===== src/rtl/mips_multicycle_control.sv =====
// Main control FSM for the multicycle MIPS datapath.
// It decodes the opcode and steps each instruction through fetch, decode,
// execute, memory and writeback. It also keeps a retired-instruction counter
// and a sticky illegal-opcode flag.
// The control outputs are a Moore decode of the state register. They are
// gated by reset_n, so they read 0 while reset is held and show the FETCH
// controls as soon as reset is released.
module mips_multicycle_control #(
    parameter int CNT_W = 32
) (
    input  logic             clk,
    input  logic             reset_n,
    input  logic [5:0]       opcode,
    input  logic             zero,
    output logic [1:0]       alu_op,
    output logic             alu_src_a,
    output logic [1:0]       alu_src_b,
    output logic             iord,
    output logic             mem_read,
    output logic             mem_write,
    output logic             ir_write,
    output logic             reg_dst,
    output logic             reg_write,
    output logic             mem_to_reg,
    output logic [1:0]       pc_source,
    output logic             pc_en,
    output logic [3:0]       state,
    output logic [CNT_W-1:0] instr_count,
    output logic             illegal_op
);

    typedef enum logic [3:0] {
        S_FETCH     = 4'd0,
        S_DECODE    = 4'd1,
        S_MEM_ADDR  = 4'd2,
        S_MEM_READ  = 4'd3,
        S_MEM_WB    = 4'd4,
        S_MEM_WRITE = 4'd5,
        S_EXECUTE   = 4'd6,
        S_R_WB      = 4'd7,
        S_BRANCH    = 4'd8,
        S_JUMP      = 4'd9,
        S_ADDI_EX   = 4'd10,
        S_ADDI_WB   = 4'd11
    } state_t;

    localparam logic [5:0] OP_RTYPE = 6'b000000;
    localparam logic [5:0] OP_J     = 6'b000010;
    localparam logic [5:0] OP_BEQ   = 6'b000100;
    localparam logic [5:0] OP_ADDI  = 6'b001000;
    localparam logic [5:0] OP_LW    = 6'b100011;
    localparam logic [5:0] OP_SW    = 6'b101011;

    state_t           state_q, state_d;
    logic [CNT_W-1:0] instr_count_q, instr_count_d;
    logic             illegal_q, illegal_d;

    logic [1:0] alu_op_s;
    logic       alu_src_a_s;
    logic [1:0] alu_src_b_s;
    logic       iord_s;
    logic       mem_read_s;
    logic       mem_write_s;
    logic       ir_write_s;
    logic       reg_dst_s;
    logic       reg_write_s;
    logic       mem_to_reg_s;
    logic [1:0] pc_source_s;
    logic       pc_write_s;
    logic       pc_write_cond_s;

    // Next-state, retire-counter and illegal-flag logic
    always_comb begin
        state_d       = S_FETCH;
        instr_count_d = instr_count_q;
        illegal_d     = illegal_q;
        case (state_q)
            S_FETCH:    state_d = S_DECODE;
            S_DECODE: begin
                case (opcode)
                    OP_LW, OP_SW: state_d = S_MEM_ADDR;
                    OP_RTYPE:     state_d = S_EXECUTE;
                    OP_BEQ:       state_d = S_BRANCH;
                    OP_J:         state_d = S_JUMP;
                    OP_ADDI:      state_d = S_ADDI_EX;
                    default: begin
                        // Unsupported opcode: back to FETCH without retiring
                        state_d   = S_FETCH;
                        illegal_d = 1'b1;
                    end
                endcase
            end
            S_MEM_ADDR: begin
                if (opcode == OP_LW) begin
                    state_d = S_MEM_READ;
                end else begin
                    state_d = S_MEM_WRITE;
                end
            end
            S_MEM_READ: state_d = S_MEM_WB;
            S_EXECUTE:  state_d = S_R_WB;
            S_ADDI_EX:  state_d = S_ADDI_WB;
            S_MEM_WB, S_MEM_WRITE, S_R_WB, S_BRANCH, S_JUMP, S_ADDI_WB: begin
                // Last state of a legal instruction: it retires here
                state_d       = S_FETCH;
                instr_count_d = instr_count_q + {{(CNT_W-1){1'b0}}, 1'b1};
            end
            default:    state_d = S_FETCH;
        endcase
    end

    // State, retire counter and sticky illegal flag registers
    always_ff @(posedge clk or negedge reset_n) begin
        if (!reset_n) begin
            state_q       <= S_FETCH;
            instr_count_q <= {CNT_W{1'b0}};
            illegal_q     <= 1'b0;
        end else begin
            state_q       <= state_d;
            instr_count_q <= instr_count_d;
            illegal_q     <= illegal_d;
        end
    end

    // Moore decode of the per-state control signals
    always_comb begin
        alu_op_s        = 2'b00;
        alu_src_a_s     = 1'b0;
        alu_src_b_s     = 2'b00;
        iord_s          = 1'b0;
        mem_read_s      = 1'b0;
        mem_write_s     = 1'b0;
        ir_write_s      = 1'b0;
        reg_dst_s       = 1'b0;
        reg_write_s     = 1'b0;
        mem_to_reg_s    = 1'b0;
        pc_source_s     = 2'b00;
        pc_write_s      = 1'b0;
        pc_write_cond_s = 1'b0;
        case (state_q)
            S_FETCH: begin
                mem_read_s  = 1'b1;
                ir_write_s  = 1'b1;
                alu_src_b_s = 2'b01;
                pc_write_s  = 1'b1;
            end
            S_DECODE:    alu_src_b_s = 2'b11;
            S_MEM_ADDR: begin
                alu_src_a_s = 1'b1;
                alu_src_b_s = 2'b10;
            end
            S_MEM_READ: begin
                mem_read_s = 1'b1;
                iord_s     = 1'b1;
            end
            S_MEM_WB: begin
                reg_write_s  = 1'b1;
                mem_to_reg_s = 1'b1;
            end
            S_MEM_WRITE: begin
                mem_write_s = 1'b1;
                iord_s      = 1'b1;
            end
            S_EXECUTE: begin
                alu_src_a_s = 1'b1;
                alu_op_s    = 2'b10;
            end
            S_R_WB: begin
                reg_write_s = 1'b1;
                reg_dst_s   = 1'b1;
            end
            S_BRANCH: begin
                alu_src_a_s     = 1'b1;
                alu_op_s        = 2'b01;
                pc_write_cond_s = 1'b1;
                pc_source_s     = 2'b01;
            end
            S_JUMP: begin
                pc_write_s  = 1'b1;
                pc_source_s = 2'b10;
            end
            S_ADDI_EX: begin
                alu_src_a_s = 1'b1;
                alu_src_b_s = 2'b10;
            end
            S_ADDI_WB:   reg_write_s = 1'b1;
            default:     alu_op_s = 2'b00;
        endcase
    end

    // Force every control output low while reset is held
    assign alu_op      = reset_n ? alu_op_s     : 2'b00;
    assign alu_src_a   = reset_n & alu_src_a_s;
    assign alu_src_b   = reset_n ? alu_src_b_s  : 2'b00;
    assign iord        = reset_n & iord_s;
    assign mem_read    = reset_n & mem_read_s;
    assign mem_write   = reset_n & mem_write_s;
    assign ir_write    = reset_n & ir_write_s;
    assign reg_dst     = reset_n & reg_dst_s;
    assign reg_write   = reset_n & reg_write_s;
    assign mem_to_reg  = reset_n & mem_to_reg_s;
    assign pc_source   = reset_n ? pc_source_s  : 2'b00;
    assign pc_en       = reset_n & (pc_write_s | (pc_write_cond_s & zero));
    assign state       = state_q;
    assign instr_count = instr_count_q;
    assign illegal_op  = illegal_q;

endmodule


===== config.mk =====
export PLATFORM = sky130hd
export DESIGN_NAME = mips_multicycle_control
export DESIGN_NICKNAME = d
export VERILOG_FILES = /design/src/rtl/mips_multicycle_control.sv
export SDC_FILE = /design/constraint.sdc
export NUM_CORES = 1
export LEC_CHECK = 0
export CAP_MARGIN = 40
export CELL_PAD_IN_SITES_DETAIL_PLACEMENT = 1
export CELL_PAD_IN_SITES_GLOBAL_PLACEMENT = 1
export CORE_ASPECT_RATIO = 0.9
export CORE_MARGIN = 5
export CORE_UTILIZATION = 25
export DETAILED_ROUTE_END_ITERATION = 10
export PLACE_DENSITY = 0.57
export SLEW_MARGIN = 20
export SYNTH_ARGS = -nofsm -noshare
export SYNTH_HDL_FRONTEND = slang
export SYNTH_SLANG_ARGS = --single-unit

===== constraint.sdc =====
create_clock -name clk -period 1.8 [get_ports clk]
set_input_delay 0.54 -clock clk [delete_from_list [all_inputs] [get_ports clk]]
set_output_delay 0.54 -clock clk [all_outputs]
set_load 0.01 [all_outputs]

==> flow_summary.toml, run 1 <==
[run_status]
run_status = "complete, but fails checks"
violations = "negative setup slack"

[yosys]
syn-mean-instance-area_um2 = 9.71
yosys.cell_types.count = 39
syn_area_um2 = 2060
async_reset_ff_share_pct = 100
synth_nets = 222
synth-edff-count = 0
ys.flop_type = "dfrtp_1"
ys_seq_elements = 37
yosysWarnings = 0
yosysSeqAreaShare_pct = 45.0
synthCells = 212

[setup_path]
path_cells = "buf_6 > nor4b_4 > a31oi_1 > nor2_1 > buf_2"
crit_start = "state[1]"
worstPathRequired_ns = 1.26
crit_path_top_delay_cell = "dfrtp_2"
timing.rr.end = "instr_count[11]"
crit_path_end = "reg_write"
crit_arrival_ns = 1.45
startpoint_type = "flip-flop"
ff2ff_path_depth = 8
crit_cells = 5
end_kind = "output port"
r2r-start = "state[3]"
critPathKind = "flip-flop to output port"
crit_buf_inv = 2
r2r_slack_ns = -0.06
cpLargestDelayFamily = "flip-flops"
cp_max_fo = 4
max_stage_delay_ns = 0.45

[final_layout]
num-fill-cells = 906
final_common_cell = "buf_4"
final_design_area_no_fill_um2 = 3600
diodes = 0
syn_to_final_growth_pct = 74.7
instances_no_fill = 438
layout.nets = 350
final_cell_mix = "buf_4, dfrtp_1, clkdlybuf4s50_1, xnor2_1, nand4_1"
drive_gt1_share_pct = 41.6

[pwr]
power_density_nw_per_um2 = 679
p_seq_share_pct = 39.9
internal-power_mw = 1.64
pwr-share-comb_pct = 38.2
sw_frac_of_total_pct = 32.8
power_switching_mw = 0.801
clkPwrFrac_pct = 21.9
p_leak_nw = 1.87
ir_drop_v = 0.000282

[global_route]
antenna_found_initial = 0
grt_pass1_wl_um = 11200
grt_pass1_vias = 2253
grt_usage_pct = 13.6
grt_overflow = 0
grt_start_max_net_pins = 31

[run]
drv_cap = 0

[clock_tree]
clkSinkCount = 37
clock_latency_ns = 0.28
ctsLongestPathBuffers = 2
cts_tree = "yes"
cts_made_buffers = 5
cts_max_level = 2
cts-root-buf = "clkbuf_8"
path_clk_slew_ns = 0.07
hold_buffers = 0

[floorplan]
ios = 61
design.core.area_um2 = 8030
dieArea_um2 = 10200
placementRows = 31
die_h_um = 96.1
initial_core_util_pct = 25.7
die_x_um = 106

[sta]
finalSetupViolations = 21
hold_viol_final = 0
fin_crit_ns = 1.99
final.setup.tns_ns = -1.71
rsz0062_at_grt = "true"
setup_slack_ns = -0.188
worst_slew_pin_slew_ns = 0.399
fin_skew_ns = 0.00434
whs_ns = 0.250
slew_headroom_pct = 73.4
period_share_pct = 110
fmax_mhz = 503
slew_viol_final = 0

[routing]
drt_wl_total_um = 7220
ant_nets = 0
first_pass_iters = 4
wl_per_cell_um = 16.5
drc_errors = 0
viasPerCell = 4.82
drt_iter0_drc = 55
vias = 2113

[placed_design]
globalplace.congestion = 0.717
dp_hpwl_um = 4900
dpl-instance-area_um2 = 3040
post-place-cells = 398
place_ws_ns = -0.483
port_buffers = 60

[min_path]
hold_class = "primary input to async pin"
## final cells by class
cell class | count | area (um2) | area share, %
multi-input cells | 158 | 1320 | 36.6
repair buffers | 134 | 1140 | 31.6
flip-flops and latches | 37 | 932 | 25.9
well taps | 99 | 124 | 3.44
clock buffers | 5 | 68.8 | 1.91
inverters | 4 | 15.0 | 0.417
clock inverters | 1 | 5.00 | 0.139
## through the flow
| step | util, % | power, mW |
|---|---|---|
| after floorplan | - | 1.28 |
| after global placement | 37.9 | 1.72 |
| after detailed placement | 37.9 | 1.73 |
| after CTS | 41.5 | 2.35 |
| after global routing | 44.8 | 2.56 |
| final | 44.8 | 2.44 |
## what timing repair did
action                     4_1_cts  5_1_grt
resized for setup              109       45
setup endpoints to repair       40       41
pin swaps                       13       16
setup buffers                   23       12
hold endpoints to repair         0        0
## synth_stat cells, types with 2 or more instances
master | count | share of area (%)
and4_1 | 9 | 3.8
xor2_1 | 14 | 6.0
dfrtp_1 | 37 | 45
nor2_1 | 14 | 2.6
nand2_1 | 13 | 2.4
inv_1 | 4 | 0.73
nand4_1 | 15 | 4.6
nand3_1 | 9 | 2.2
nor3_1 | 8 | 1.9
xnor2_1 | 19 | 8.1
a2111oi_0 | 2 | 0.85
and2_1 | 5 | 1.5
a31oi_1 | 2 | 0.61
nor4_1 | 8 | 2.4
clkbuf_1 | 9 | 1.6
nand2b_1 | 4 | 1.2
o21ai_0 | 3 | 0.73
buf_2 | 4 | 0.97
a21oi_1 | 8 | 1.9
and3_1 | 6 | 1.8
## worst register-to-register path, cell delays in order (launching register included)
cell and delay, ns:
dfrtp_2 0.45, buf_6 0.16, xor2_2 0.14, buf_4 0.13, buf_6 0.11, nand4_4 0.22
buf_6 0.22, nor4_4 0.21, xor2_1 0.15
## worst min-delay path by stage
stage | from | end | cells past startpoint
after floorplan | reset_n | illegal_op | 0
after global placement | instr_count[31] | instr_count[31] | 1
after detailed placement | instr_count[31] | instr_count[31] | 1
after CTS | reset_n | state[0] | 2
after global routing | reset_n | state[0] | 2
final | reset_n | state[0] | 2
## sequential cells by signal, indices dropped and copies added, names as in the netlist
signal / count
state: 4
instr_count: 32
illegal_op: 1
## metal layers
layer  wire length, um  GRT usage, %  vias to the layer above
met2              3670          24.3                       36
met5                 0             0                        -
met3               213          2.08                        5
met1              3290          17.7                     1054
met4                49          2.91                        0
li1                  -             -                     1018
## power by group through the flow
stage               clock (mW)  combinational [mW]  sequential [mW]
detailed placement           0               0.738            0.988
global route             0.582               0.998            0.983
finish                   0.535               0.933            0.973
global placement             0               0.730            0.986
floorplan                    0               0.266             1.01
CTS                      0.555               0.828            0.968
## cell families (layout without fill, tap and decap cells)
kind of cell,after synthesis,in the layout,share of synthesized area [%]
compound gates,20,20,6.32
xor+xnor,34,34,14.8
fa+ha+maj,1,1,0.607
buf+inv,17,144,3.34
flops,37,37,45.0
mux,1,1,0.547
simple gates,102,102,29.4
Note: power is estimated with default switching activity, not from simulation.
==> run 2, diff against run 1 <==
CTS_CLUSTER_DIAMETER = 120   (was unset)
==> results of run 2 <==
The final DEF is identical to that of run 1; final timing and power are the same.
==> run 3, diff against run 2 <==
CAP_MARGIN = unset   (was 40)
==> results of run 3 <==
The final DEF is identical to that of run 1; final timing and power are the same.
